### src/rtl/loop_stack_unit_pkg.sv
// Shared definitions for the loop stack unit: state encoding, default
// geometry and a small decode helper.
package loop_stack_unit_pkg;

    localparam int DEF_PC_W   = 16;
    localparam int DEF_DEPTH  = 16;
    localparam int DEF_NEST_W = 8;

    typedef enum logic [1:0] {
        RUN   = 2'd0,
        SKIP  = 2'd1,
        FAULT = 2'd2
    } loop_state_t;

    // An instruction cannot be both brackets; treat that as a decode fault.
    function automatic logic bracket_conflict(input logic is_open, input logic is_close);
        return is_open & is_close;
    endfunction

endpackage

### src/rtl/loop_stack_unit_pc_lifo.sv
// Return-address LIFO. Plain storage with occupancy count.
// Callers must not push when full or pop when empty.
module pc_lifo #(
    parameter int PC_W  = 16,
    parameter int DEPTH = 16
) (
    input  logic                       clk,
    input  logic                       reset,
    input  logic                       flush,
    input  logic                       push,
    input  logic                       pop,
    input  logic [PC_W-1:0]            push_data,
    output logic [PC_W-1:0]            top,
    output logic [$clog2(DEPTH+1)-1:0] count
);
    localparam int CW = $clog2(DEPTH + 1);
    localparam int AW = (DEPTH > 1) ? $clog2(DEPTH) : 1;

    logic [PC_W-1:0] mem_r [DEPTH];
    logic [CW-1:0]   count_r;
    logic [CW-1:0]   top_idx_s;
    logic            full_s;
    logic            write_s;

    assign full_s    = (count_r == CW'(DEPTH));
    assign write_s   = push & ~flush & ~full_s;
    assign top_idx_s = count_r - CW'(1);
    assign count     = count_r;

    // Occupancy counter; flush empties the stack in one edge.
    always_ff @(posedge clk or posedge reset) begin
        if (reset) begin
            count_r <= {CW{1'b0}};
        end else if (flush) begin
            count_r <= {CW{1'b0}};
        end else if (write_s) begin
            count_r <= count_r + CW'(1);
        end else if (pop && (count_r != {CW{1'b0}})) begin
            count_r <= count_r - CW'(1);
        end
    end

    // Storage array; contents above count are never read, so no reset.
    always_ff @(posedge clk) begin
        if (write_s) begin
            mem_r[count_r[AW-1:0]] <= push_data;
        end
    end

    // Top-of-stack read; an empty stack reads as zero.
    always_comb begin
        top = {PC_W{1'b0}};
        if (count_r != {CW{1'b0}}) begin
            top = mem_r[top_idx_s[AW-1:0]];
        end else begin
            top = {PC_W{1'b0}};
        end
    end

endmodule

### src/rtl/loop_stack_unit.sv
// Bracket-loop control: tracks open loops on a return stack, redirects
// fetch on a taken ']', and squashes the body of a skipped loop.
module loop_stack_unit
    import loop_stack_unit_pkg::*;
#(
    parameter int PC_W   = DEF_PC_W,
    parameter int DEPTH  = DEF_DEPTH,
    parameter int NEST_W = DEF_NEST_W
) (
    input  logic                       clk,
    input  logic                       reset,
    input  logic                       instr_valid,
    input  logic                       is_open,
    input  logic                       is_close,
    input  logic [PC_W-1:0]            pc,
    input  logic                       acc_zero,
    input  logic                       clear,
    output logic                       pc_load,
    output logic [PC_W-1:0]            pc_target,
    output logic                       squash,
    output logic [$clog2(DEPTH+1)-1:0] depth,
    output logic                       fault
);
    localparam int CW = $clog2(DEPTH + 1);

    loop_state_t       state_r;
    loop_state_t       state_nxt_s;
    logic [NEST_W-1:0] nest_r;
    logic [NEST_W-1:0] nest_nxt_s;
    logic              push_s;
    logic              pop_s;
    logic [PC_W-1:0]   top_s;
    logic [CW-1:0]     count_s;
    logic              full_s;
    logic              empty_s;
    logic              nest_max_s;

    assign full_s     = (count_s == CW'(DEPTH));
    assign empty_s    = (count_s == {CW{1'b0}});
    assign nest_max_s = (nest_r == {NEST_W{1'b1}});
    assign depth      = count_s;
    assign fault      = (state_r == FAULT);

    pc_lifo #(
        .PC_W  (PC_W),
        .DEPTH (DEPTH)
    ) u_pc_lifo (
        .clk       (clk),
        .reset     (reset),
        .flush     (clear),
        .push      (push_s),
        .pop       (pop_s),
        .push_data (pc),
        .top       (top_s),
        .count     (count_s)
    );

    // State and skip-nesting registers.
    always_ff @(posedge clk or posedge reset) begin
        if (reset) begin
            state_r <= RUN;
            nest_r  <= {NEST_W{1'b0}};
        end else begin
            state_r <= state_nxt_s;
            nest_r  <= nest_nxt_s;
        end
    end

    // Next-state, nesting and stack control decode.
    always_comb begin
        state_nxt_s = state_r;
        nest_nxt_s  = nest_r;
        push_s      = 1'b0;
        pop_s       = 1'b0;
        if (clear) begin
            state_nxt_s = RUN;
            nest_nxt_s  = {NEST_W{1'b0}};
        end else if (instr_valid) begin
            case (state_r)
                RUN: begin
                    if (bracket_conflict(is_open, is_close)) begin
                        state_nxt_s = FAULT;
                    end else if (is_open) begin
                        if (acc_zero) begin
                            state_nxt_s = SKIP;
                            nest_nxt_s  = {NEST_W{1'b0}};
                        end else if (full_s) begin
                            state_nxt_s = FAULT;
                        end else begin
                            push_s = 1'b1;
                        end
                    end else if (is_close) begin
                        if (empty_s) begin
                            state_nxt_s = FAULT;
                        end else if (acc_zero) begin
                            pop_s = 1'b1;
                        end else begin
                            pop_s = 1'b0;
                        end
                    end else begin
                        state_nxt_s = RUN;
                    end
                end
                SKIP: begin
                    if (bracket_conflict(is_open, is_close)) begin
                        state_nxt_s = FAULT;
                    end else if (is_open) begin
                        if (nest_max_s) begin
                            state_nxt_s = FAULT;
                        end else begin
                            nest_nxt_s = nest_r + NEST_W'(1);
                        end
                    end else if (is_close) begin
                        if (nest_r == {NEST_W{1'b0}}) begin
                            state_nxt_s = RUN;
                        end else begin
                            nest_nxt_s = nest_r - NEST_W'(1);
                        end
                    end else begin
                        state_nxt_s = SKIP;
                    end
                end
                FAULT: begin
                    state_nxt_s = FAULT;
                end
                default: begin
                    state_nxt_s = FAULT;
                end
            endcase
        end else begin
            state_nxt_s = state_r;
        end
    end

    // Zero-latency redirect and squash for the presented instruction.
    always_comb begin
        pc_load   = 1'b0;
        pc_target = {PC_W{1'b0}};
        squash    = 1'b0;
        if (reset || clear || !instr_valid) begin
            squash = 1'b0;
        end else begin
            case (state_r)
                RUN: begin
                    if (bracket_conflict(is_open, is_close)) begin
                        squash = 1'b1;
                    end else if (is_open) begin
                        squash = acc_zero | full_s;
                    end else if (is_close) begin
                        if (empty_s) begin
                            squash = 1'b1;
                        end else if (!acc_zero) begin
                            pc_load   = 1'b1;
                            pc_target = top_s + PC_W'(1);
                        end else begin
                            squash = 1'b0;
                        end
                    end else begin
                        squash = 1'b0;
                    end
                end
                SKIP: begin
                    squash = 1'b1;
                end
                FAULT: begin
                    squash = 1'b1;
                end
                default: begin
                    squash = 1'b1;
                end
            endcase
        end
    end

endmodule

### config.mk
export PLATFORM = sky130hd
export DESIGN_NAME = loop_stack_unit
export DESIGN_NICKNAME = d
export VERILOG_FILES = /design/src/rtl/loop_stack_unit_pkg.sv /design/src/rtl/loop_stack_unit_pc_lifo.sv /design/src/rtl/loop_stack_unit.sv
export SDC_FILE = /design/constraint.sdc
export NUM_CORES = 1
export LEC_CHECK = 0
export CAP_MARGIN = 10
export CORE_MARGIN = 8
export CORE_UTILIZATION = 50
export CTS_CLUSTER_DIAMETER = 30
export DETAILED_ROUTE_END_ITERATION = 10
export PLACE_DENSITY = 0.73
export SYNTH_ARGS = -nofsm -noshare
export SYNTH_HDL_FRONTEND = slang
export SYNTH_HIERARCHICAL = 1
export SYNTH_SLANG_ARGS = --single-unit
### constraint.sdc
create_clock -name clk -period 4.9 [get_ports clk]
set_input_delay 0.98 -clock clk [delete_from_list [all_inputs] [get_ports clk]]
set_output_delay 0.98 -clock clk [all_outputs]
set_load 0.05 [all_outputs]
==> results of run 1 <==
-- cells in the mapped netlist (6+ instances only) --
cell type and count:
a211oi_1 6, a21oi_1 10, buf_2 8, clkbuf_1 9, dfrtp_1 15, edfxtp_1 256
ha_1 11, inv_1 18, mux2i_1 33, mux4_1 28, mux4_2 36, nand2_1 23
nand2b_1 8, nand3_1 17, nor2_1 40, nor2b_1 7, nor3_1 10, o21ai_0 11
o22ai_1 16, xor2_1 12
-- cell type report --
type	count	area, um^2	area share
well taps	319	399	0.0267
repair buffers	84	1020	0.0686
inverters	18	67.6	0.00453
clock buffers	54	1290	0.0862
flip-flops and latches	271	8070	0.540
multi-input cells	337	3610	0.242
clock inverters	40	472	0.0316
-- sequential cells by signal, indices dropped and copies added, names as in the netlist --
register,cells
u_pc_lifo/count,5
state_r,2
u_pc_lifo/mem_r,256
nest_r,8
-- tightest hold or removal path, delay by kind of cell (launching register included) --
family          cells  cell delay, ns
flops               1            0.40
compound gates      1            0.06
simple gates        1            0.06
-- metrics by stage --
step	setup TNS (ns)	std cells	total power, mW	setup WS (ns)	utilization
after CTS	0	1121	6.24	0.0307	0.636
after floorplan	0	655	2.65	0.0263	-
after detailed placement	0	1025	2.71	0.262	0.557
after global placement	0	1025	2.71	0.418	0.557
after global routing	-0.0257	1123	6.37	-0.0257	0.640
final	0	1123	6.20	0.155	0.640
-- power groups by stage --
stage	registers (mW)	logic (mW)	clock network [mW]
final	2.54	0.130	3.53
after global routing	2.54	0.142	3.69
after CTS	2.54	0.129	3.56
after detailed placement	2.59	0.126	0
after global placement	2.59	0.121	0
after floorplan	2.59	0.0638	0
-- cells by family (layout without fill, tap and decap cells) --
| group | Yosys count | in the layout | synth area share |
|---|---|---|---|
| muxes | 102 | 102 | 0.164 |
| adders and majority gates | 12 | 12 | 0.0134 |
| xor gates and xnor gates | 18 | 18 | 0.0140 |
| buffers and inverters | 47 | 196 | 0.0232 |
| DFF | 271 | 271 | 0.684 |
| and+or+nand+nor | 140 | 140 | 0.0628 |
| AOI/OAI and AO/OA | 65 | 65 | 0.0385 |
-- path summary, 6_finish.rpt --
path | endpoint | slack, ns
max in group asynchronous | nest_r[5] | 3.75
worst max register to register | u_pc_lifo/mem_r[2][13] | 1.91
worst max-delay path | pc_target[13] | 0.16
worst min-delay path | nest_r[2] | 0.56
worst min register to register | nest_r[2] | 0.56
min in group asynchronous | u_pc_lifo/count[0] | 0.75
-- repair_timing --
item | 4_1_cts | 5_1_grt
cloned | 1 | 0
resized for setup | 7 | 9
buffers inserted | 1 | 2
pin swaps | 1 | 4
setup endpoints to repair | 9 | 9
-- per-layer routing --
metal | up-vias | GRT usage
met5 | - | 0
met4 | 0 | 0.0723
met3 | 54 | 0.0384
met2 | 276 | 0.324
met1 | 3406 | 0.257
li1 | 2920 | -
==> metrics.yaml, run 1 <==
nets: 797
async_flop_share: 0.0554
worst-setup-path-type: "register to output port"
fmax_mhz: 211
vdd_drop_max_mv: 0.226
io_buffers: 46
pwr-share-clk: 0.569
drt_wl_total_um: 27800
dieArea_mm2: 0.0287
most-common-layout-cells: "256 x edfxtp_1, 51 x clkbuf_16, 36 x mux4_2, 33 x mux2i_1, 31 x buf_4"
path_buf_inv: 4
end_kind: "output port"
run_status: "completed"
insertion_delay_ns: 0.55
p_switching_mw: 1.30
top_layer: "met4"
slew_violations: 0
slowest_delay_ns: 0.52
worstHoldStart: "nest_r[2]"
swShare: 0.210
clock-root-buffer: "clkbuf_16"
finalSetupViolations: 0
num_vias: 6656
grt_usage: 0.197
synthToLayoutAreaGrowth_pct: 26.7
crit_slowest_cell: "dfrtp_4"
yosys.area.top_type: "edfxtp_1"
crit_cells: 13
gp_congestion: 0.904
p_comb_frac: 0.021
start_util: 0.505
ctsHtreeMaxLevel: 2
r2r-start: "u_pc_lifo/count[3]"
yosysWarnings: 6
post-route-period-util: 0.968
fp.dieH_um: 170
n_fill_cell: 1576
diodes: 0
dominantRegCellSynth: "edfxtp_1"
cp.required_ns: 3.92
syn_area_per_cell_um2: 18.0
grt_max_degree: 66
max_cap_violations: 0
rows: 56
cts-buffers-inserted: 50
ant_nets: 0
rsz0062_at_grt: "true"
drive_above_1_share: 0.289
yosysSeqAreaShare: 0.684
tritoncts: "built"
start_kind: "register"
critPathMaxFanout: 20
fin_hold_ws_ns: 0.556
core_area_mm2: 0.0233
dr_wl_met3_um: 1950
placed_area_mm2: 0.0130
synth-edff-count: 256
power.density_mw_per_mm2: 415
arrival_ns: 3.76
fin_crit_ns: 4.74
seqPwrFrac: 0.410
grt_first_pass_wirelength_um: 42100
crit_start: "u_pc_lifo/count[0]"
drtPass1Iterations: 5
overflow: 0
mostFrequentLayoutCell: "edfxtp_1"
antenna_found_initial: 0
netlist.area_leader.share: 0.652
finalHoldViolations: 0
ys_top_cells_by_area: "edfxtp_1 65%, mux4_2 6.9%, mux4_1 6.2%, dfrtp_1 3.2%, mux2i_1 2.8%"
clock_skew_ns: 0.0217
p_int_mw: 4.90
clkSlewWorstSetupHoldPaths_ns: 0.04
crit_chain: "inv_1, ha_4, bufbuf_16, mux4_1, mux2i_1, o22ai_2, nand4_1, nor4_2, buf_4, nand3_1, xor2_1, nor2_2, buf_12"
holdBufCountCts: 0
holdPathStages: 2
fin_area_mm2: 0.0149
synth_nets: 690
drtIter0Drc: 675
ys_seq_elements: 271
fp.dieW_um: 170
met1Wirelength_um: 11500
crit_family: "simple AND/OR/NAND/NOR gates"
netlist_instances: 655
clkSinkCount: 271
dp_hpwl_um: 15900
netlist_area_mm2: 0.0118
dr_wl_met2_um: 13700
min_path_type: "register to register"
max_slew_margin: 0.466
p_leak_nw: 4.89
drc: 0
io_pins: 47
tightest_slew_ns: 0.795
netlist-cell-type-count: 65
cts.path.max_buffers: 3
grt_pass1_vias: 6876
ff2ff_path_depth: 9
routed_via_density: 5.93
wl_per_cell_um: 24.8
(Power assumes the default switching activity.)
==> run 2, diff against run 1 <==
Settings changed: SKIP_LAST_GASP set to 1.
==> metrics.yaml, run 2 (synthesis gave the netlist of run 1 again) <==
fin_area_mm2: 0.0149
grt_max_degree: 66
grt_usage: 0.197
clkSinkCount: 271
fmax_mhz: 209
num_vias: 6677
nets: 797
dp_hpwl_um: 15900
register_area_mm2: 0.00807
power.density_mw_per_mm2: 415
clock-root-buffer: "clkbuf_16"
start_kind: "register"
dieArea_mm2: 0.0287
post-place-cells: 1025
fp.dieH_um: 170
start_util: 0.505
ant_nets: 0
slew_violations: 0
drc: 0
cts-buffers-inserted: 50
end_kind: "output port"
critPathMaxFanout: 20
io_buffers: 46
fp.dieW_um: 170
drtPass1Iterations: 5
worst-setup-path-type: "register to output port"
clock_skew_ns: 0.0219
setup_ws_ns: 0.115
post-place-ws_ns: 0.262
overflow: 0
antenna_found_initial: 0
max_cap_violations: 0
mostFrequentLayoutCell: "edfxtp_1"
diodes: 0
post-route-period-util: 0.977
synthToLayoutAreaGrowth_pct: 26.7
post-route-util: 0.640
core_area_mm2: 0.0233
p_leak_nw: 4.89
rows: 56
grt_pass1_vias: 6876
most-common-layout-cells: "256 x edfxtp_1, 51 x clkbuf_16, 36 x mux4_2, 33 x mux2i_1, 31 x buf_4"
placed_area_mm2: 0.0130
io_pins: 47
rsz0062_at_grt: "true"
tritoncts: "built"
setup_tns_ns: 0
routed_via_density: 5.95
run_status: "completed"
max_slew_margin: 0.478
insertion_delay_ns: 0.55
tightest_slew_ns: 0.777
clkSlewWorstSetupHoldPaths_ns: 0.04
drtIter0Drc: 735
drt_wl_total_um: 27800
cts.path.max_buffers: 3
n_fill_cell: 1576
ctsHtreeMaxLevel: 2
fin_cells: 1123
arrival_ns: 3.81
wl_per_cell_um: 24.7
gp_congestion: 0.904
multi_input_area_mm2: 0.00361
largest_reg_flops: 256
holdBufCountCts: 0
drive_above_1_share: 0.289
fin_crit_ns: 4.79
vdd_drop_max_mv: 0.226
grt_first_pass_wirelength_um: 42100
min_path_type: "register to register"
finalHoldViolations: 0
cp.required_ns: 3.92
finalSetupViolations: 0
run 2: cell counts in the layout (fill, tap and decap cells not counted):
Identical to the previous run, type by type.
run 2: path summary, 6_finish.rpt:
check / cells after the start / slack [ns] / from / end
hold reg to reg: 2 / 0.56 / nest_r[2] / nest_r[2]
max in group asynchronous: 2 / 3.75 / reset / nest_r[5]
min in group asynchronous: 2 / 0.75 / reset / u_pc_lifo/count[0]
setup / recovery: 13 / 0.11 / u_pc_lifo/count[0] / pc_target[13]
setup reg to reg: 9 / 1.90 / u_pc_lifo/count[2] / u_pc_lifo/mem_r[2][13]
hold / removal: 2 / 0.56 / nest_r[2] / nest_r[2]
run 2: power by group:
part           total, mW  switching [mW]  internal, mW
Clock               3.53            1.22          2.31
Sequential          2.54         0.00334          2.54
Combinational      0.130          0.0794        0.0508
Total               6.20            1.30          4.90
run 2: through the flow:
step / hold WS (ns) / total power, mW
5_1_grt: 0.609 / 6.37
3_5_place_dp: 0.532 / 2.71
4_1_cts: 0.556 / 6.24
2_1_floorplan: 0.486 / 2.65
6_report: 0.556 / 6.20
3_3_place_gp: 0.532 / 2.71
run 2: routing by layer:
metal,global-route usage,wire length [um],share of wire
met3,0.0384,1840,0.066
met5,0,0,0
met2,0.324,13600,0.49
met4,0.0723,758,0.027
met1,0.257,11500,0.42
run 2: worst max-delay path, cell delays in order, from the launching register on:
cell	delay (ns)
dfrtp_4	0.53
inv_1	0.17
ha_4	0.27
bufbuf_16	0.32
mux4_1	0.21
mux2i_1	0.10
o22ai_2	0.24
nand4_1	0.27
nor4_2	0.37
buf_4	0.18
nand3_1	0.10
xor2_1	0.20
nor2_2	0.15
buf_12	0.16
run 2: what timing repair did:
| action | CTS | global route |
|---|---|---|
| cloned | 1 | 0 |
| pin swaps | 1 | 2 |
| endpoints found under the setup margin | 9 | 9 |
| gates resized for setup | 7 | 9 |
| setup buffers | 1 | 2 |
run 2: area by class of cell:
type | instances | area share
clock buffer | 54 | 0.0862
inverter | 18 | 0.00453
tap | 319 | 0.0267
timing repair buffer | 84 | 0.0686
clock inverter | 40 | 0.0316
sequential | 271 | 0.540
multi-input combinational | 337 | 0.242
==> run 3, diff against run 2 <==
Settings changed: PLACE_DENSITY 0.73 to 0.78.
==> metrics.yaml, run 3 (synthesis gave the netlist of run 1 again) <==
power.density_mw_per_mm2: 380
fin_area_mm2: 0.0145
dieArea_mm2: 0.0287
clock_skew_ns: 0.0225
drive_above_1_share: 0.250
start_util: 0.505
num_vias: 6604
synthToLayoutAreaGrowth_pct: 22.7
fin_cells: 1104
fin_crit_ns: 4.77
run_status: "completed"
setup_tns_ns: 0
start_kind: "register"
finalHoldViolations: 0
finalPower_mw: 5.50
cts.path.max_buffers: 3
placed_area_mm2: 0.0130
critPathMaxFanout: 25
rows: 56
overflow: 0
fp.dieW_um: 170
arrival_ns: 3.79
cp.required_ns: 3.92
dr_wl_met3_um: 2180
wl_per_cell_um: 24.5
max_slew_margin: 0.308
drtIter0Drc: 623
crit_chain: "buf_4, inv_1, ha_2, buf_12, mux4_2, mux2i_1, o22ai_2, nand4_1, buf_4, nor4_4, nand3_1, xor2_1, nor2_2, buf_12"
post-place-cells: 1025
top_layer: "met4"
most-common-layout-cells: "256 x edfxtp_1, 46 x clkbuf_16, 36 x mux4_2"
grt_first_pass_wirelength_um: 40400
grt_max_degree: 71
tightest_slew_ns: 1.03
ctsHtreeMaxLevel: 2
vdd_drop_max_mv: 0.240
mostFrequentLayoutCell: "edfxtp_1"
clkSinkCount: 271
diodes: 0
gp_congestion: 0.843
io_pins: 47
drtPass1Iterations: 5
slowest_delay_ns: 0.42
met1Wirelength_um: 10700
io_buffers: 46
antenna_found_initial: 0
fmax_mhz: 210
routed_via_density: 5.98
worst-setup-path-type: "register to output port"
grt_usage: 0.187
slew_violations: 0
ant_nets: 0
min_path_type: "register to register"
drt_wl_total_um: 27000
cts-buffers-inserted: 43
fp.dieH_um: 170
rsz0062_at_grt: "true"
grt_pass1_vias: 6722
max_cap_violations: 0
dr_wl_met2_um: 13300
dp_hpwl_um: 15800
insertion_delay_ns: 0.53
clock-root-buffer: "clkbuf_16"
tritoncts: "built"
finalSetupViolations: 0
end_kind: "output port"
crit_slowest_cell: "ha_2"
largest_reg_flops: 256
drc: 0
nets: 791
core_area_mm2: 0.0233
clkSlewWorstSetupHoldPaths_ns: 0.05
fin_hold_ws_ns: 0.550
post-route-period-util: 0.973
p_leak_nw: 4.72
## run 3: cell count changes in the layout (fill, tap and decap cells not counted), sizes merged
cell / delta
bufbuf: -1
bufinv: -5
clkbuf: -2
clkinv: -2
clkinvlp: -6
inv: -4
xnor2: +1
## run 3: worst paths after layout
path | cells after the start | to | startpoint | slack, ns
worst min register to register | 2 | nest_r[5] | nest_r[5] | 0.55
worst min-delay path | 2 | nest_r[5] | nest_r[5] | 0.55
worst max register to register | 8 | u_pc_lifo/mem_r[11][6] | u_pc_lifo/count[0] | 1.84
worst max-delay path | 14 | pc_target[13] | u_pc_lifo/count[1] | 0.13
min in group asynchronous | 2 | u_pc_lifo/count[1] | reset | 0.76
max in group asynchronous | 2 | nest_r[7] | reset | 3.76
## run 3: critical path: cells and delay by family, from the launching register on
| family | cells | cell delay, ns |
|---|---|---|
| AOI/OAI and AO/OA | 1 | 0.31 |
| xor gates and xnor gates | 1 | 0.18 |
| adders and majority gates | 1 | 0.42 |
| buffers and inverters | 5 | 0.83 |
| DFF | 1 | 0.40 |
| muxes | 2 | 0.31 |
| and+or+nand+nor | 4 | 0.78 |
## run 3: timing repair
item / in CTS / in global routing
hold buffers: 0 / 0
endpoints found under the setup margin: 8 / 9
buffers inserted: 0 / 3
resized for setup: 3 / 10
pin swaps: 1 / 3
gates cloned: 1 / 1
## run 3: per-layer routing
layer | vias to the layer above | GRT usage
li1 | 2885 | -
met1 | 3362 | 0.241
met2 | 294 | 0.307
met3 | 63 | 0.0356
met4 | 0 | 0.0773
met5 | - | 0
## run 3: report_power, final
group / switching [mW] / total (mW) / internal, mW / leakage (nW)
Combinational: 0.0804 / 0.129 / 0.0487 / 1.55
Sequential: 0.00327 / 2.54 / 2.54 / 2.51
Clock: 1.04 / 2.82 / 1.79 / 0.663
## run 3: final cells by class
cell class / count / area [um^2]
multi-input combinational: 338 / 3590
timing repair buffer: 84 / 975
inverter: 18 / 67.6
clock buffer: 51 / 1150
tap: 319 / 399
sequential: 271 / 8070
clock inverter: 23 / 213
fill: 1555 / 8870
## run 3: through the flow
stage / setup slack, ns / util
final: 0.132 / 0.620
after detailed placement: 0.293 / 0.555
after CTS: -0.0147 / 0.615
after floorplan: 0.0263 / -
after global placement: 0.515 / 0.555
after global routing: -0.0324 / 0.620
==> variant: new RTL, config.mk and constraints of run 2 <==
Make the reset (`reset`) synchronous in 2 clocked blocks.
--- a/src/rtl/loop_stack_unit_pc_lifo.sv
+++ b/src/rtl/loop_stack_unit_pc_lifo.sv
@@ -28,7 +28,7 @@
     assign count     = count_r;
 
     // Occupancy counter; flush empties the stack in one edge.
-    always_ff @(posedge clk or posedge reset) begin
+    always_ff @(posedge clk) begin
         if (reset) begin
             count_r <= {CW{1'b0}};
         end else if (flush) begin
--- a/src/rtl/loop_stack_unit.sv
+++ b/src/rtl/loop_stack_unit.sv
@@ -56,7 +56,7 @@
     );
 
     // State and skip-nesting registers.
-    always_ff @(posedge clk or posedge reset) begin
+    always_ff @(posedge clk) begin
         if (reset) begin
             state_r <= RUN;
             nest_r  <= {NEST_W{1'b0}};
Function: differs if reset is asserted again (counterexample within 4 cycles, from zero or initial values and one cycle with reset high); with reset held inactive, the same outputs for 4 cycles.
==> variant against run 2 <==
  * Total power shrank 6.5%
  * Sequential cell count is the same
  * Cell area down 4.2%
  * Wire length decreased by 6.0%
  * Final cell count shrank 5.0%
  * Clock power decreased by 10%
  * Synthesized area shrank 1.6%
  * Worst hold slack worse by 0.055 ns
  * Worst setup slack better by 0.071 ns
==> variant: results (changes against run 2) <==
| Metric | Value |
|---|---|
| R2R Path Start | `u_pc_lifo/count[3]` |
| Post_cts resized | `0 (-7)` |
| Slew @ Worst Pin | `0.813 ns (+0.0364 ns)` |
| Worst path top cell family by delay | `simple AND/OR/NAND/NOR gates` |
| Sw Ratio | `19.8% (-1.2 points)` |
| Slowest CP cell | `ha_2` |
| Placed cell area | `12700 um2 (-2.0%)` |
| Reg2Reg Depth | `9 (unchanged)` |
| Ys Warns | `6 (unchanged)` |
| GRT Overall Usage | `18.7% (-1.0 points)` |
| DR iter-0 viols | `611 (-17%)` |
| Largest net degree at the start of global routing | `69 (+4.5%)` |
| Max FFs per register | `256 (unchanged)` |
| Routed len/inst | `24.5 um (-1.0%)` |
| Drt pass-1 iters | `5 (unchanged)` |
| Maximum vdd drop | `0.311 mV (+38%)` |
| CTS Buffer Depth | `3 (unchanged)` |
| First-pass GRT wire length | `40200 um (-4.7%)` |
| CP arrival | `3.73 ns (-0.08 ns)` |
| Post-synth EDFFs | `256 (unchanged)` |
| R2R setup slack | `1.40 ns (-0.50 ns)` |
| Worst hold path type | `reg2reg` |
| Slowest stage delay, CP | `0.47 ns (-0.06 ns)` |
| Hold-critical path depth | `2 (unchanged)` |
| CTS H-tree depth | `2 (unchanged)` |
| Post-synth top cells | `edfxtp_1, mux4_2, mux2i_1` |
| Min-delay src | `nest_r[5]` |
| Clk pin slew, worst setup/hold paths | `approximately 0.05 ns` |
| Worst reg2reg path endpoint | `u_pc_lifo/mem_r[3][7]` |
| Fin nets | `781 (-2.0%)` |
| TritonCTS Buffers | `45 (-10%)` |
| P_leak | `0.00446 uW (-8.8%)` |
| Asr flop ratio synth | `0% (-5.5 points)` |
| Hpwl dp | `15900 um (-0.26%)` |
| Vias in the first global route | `6733 (-2.1%)` |
| Share of layout cells above drive strength 1 | `29.6% (+0.72 points)` |
| Port bufs | `46 (unchanged)` |
| Outcome | `complete, no violations` |
| Post-Syn Nets | `685 (-0.72%)` |
| Post CTS Setup Buffer Count | `0 (-1)` |
| Top cells by area, synth | `edfxtp_1, mux4_2, mux2i_1` |
| Vias per cell | `6.01 (+1.1%)` |
| Sequential share of the synthesized area | `68.8% (+0.44 points)` |
| Crit-path max FO | `33 (+65%)` |
| Clock latency on the worst-skew pair | `0.53 ns (-0.02 ns)` |
| Hold Path Sink | `nest_r[5]` |
| Initial antenna violation count | `2 (+2)` |
| Root Buffer | `clkbuf_16` |
| Final Skew | `0.0137 ns (-0.00818 ns)` |
| Unique masters post-synth | `59 (-9.2%)` |
| RD Place Congestion | `0.826 (-8.7%)` |
-- variant: changes by cell type after synthesis, moves of 5 or more --
cell / run 2 / this run
mux4_2: 36 / 64
nor2_1: 40 / 33
nor2_4: 0 / 8
mux4_1: 28 / 0
xnor2_1: 5 / 14
nand3_1: 17 / 12
nor3_1: 10 / 15
dfrtp_1: 15 / 0
a211oi_1: 6 / 0
xor2_1: 12 / 4
or3_1: 0 / 8
dfxtp_1: 0 / 15
-- variant: how the worst max path moves through the flow --
| stage | slack [ns] | start | endpoint | cells past startpoint |
|---|---|---|---|---|
| after floorplan | 0.09 | u_pc_lifo/count[0] | pc_target[15] | 14 |
| after global placement | 0.52 | is_close | pc_target[5] | 7 |
| after detailed placement | 0.50 | is_close | pc_target[6] | 7 |
| after CTS | 0.08 | u_pc_lifo/count[1] | pc_target[15] | 12 |
| after global routing | -0.06 | u_pc_lifo/count[1] | pc_target[15] | 12 |
| final | 0.19 | u_pc_lifo/count[1] | pc_target[15] | 12 |
-- variant: metrics by stage --
stage | total power (uW) | hold slack (ns) | utilization (%) | setup WS [ns] | cells
global route | 5950 | 0.524 | 63.0 | -0.0587 | 1067
floorplan | 2620 | 0.457 | - | 0.0912 | 649
finish | 5790 | 0.501 | 63.0 | 0.186 | 1067
CTS | 5830 | 0.493 | 62.9 | 0.0795 | 1066
detailed placement | 2670 | 0.485 | 56.1 | 0.498 | 983
global placement | 2670 | 0.480 | 56.1 | 0.523 | 983
-- variant: per-layer routing --
layer	wire (um)	GRT usage, %	up-vias	part of all wire [%]
met1	10700	24.2	3287	41
met2	13200	31.3	249	51
met5	13	0	-	0.050
li1	-	-	2826	-
met3	1680	3.91	49	6.4
met4	505	5.63	2	1.9
-- variant: power groups by stage --
stage                     Sequential (uW)  Combinational, uW  Clock [uW]
after CTS                            2540               92.7        3200
after floorplan                      2580               35.8           0
after global routing                 2540                101        3310
after global placement               2580               86.3           0
final                                2540               92.0        3160
after detailed placement             2580               92.0           0
-- variant: cell type report --
| cell class | instances | area [um2] |
|---|---|---|
| timing repair buffer | 77 | 926 |
| clock buffer | 51 | 1150 |
| inverter | 18 | 67.6 |
| clock inverter | 32 | 394 |
| tap | 285 | 357 |
| antenna | 1 | 2.50 |
| sequential | 271 | 7990 |
| fill | 1549 | 8400 |
| multi-input combinational | 332 | 3420 |
-- variant: kinds of logic after synthesis --
| family | synth area share (%) |
|---|---|
| simple gates | 6.92 |
| fa+ha+maj | 1.47 |
| xor+xnor | 1.50 |
| compound gates | 3.48 |
| buf+inv | 2.34 |
| flops | 68.8 |
| mux | 15.4 |
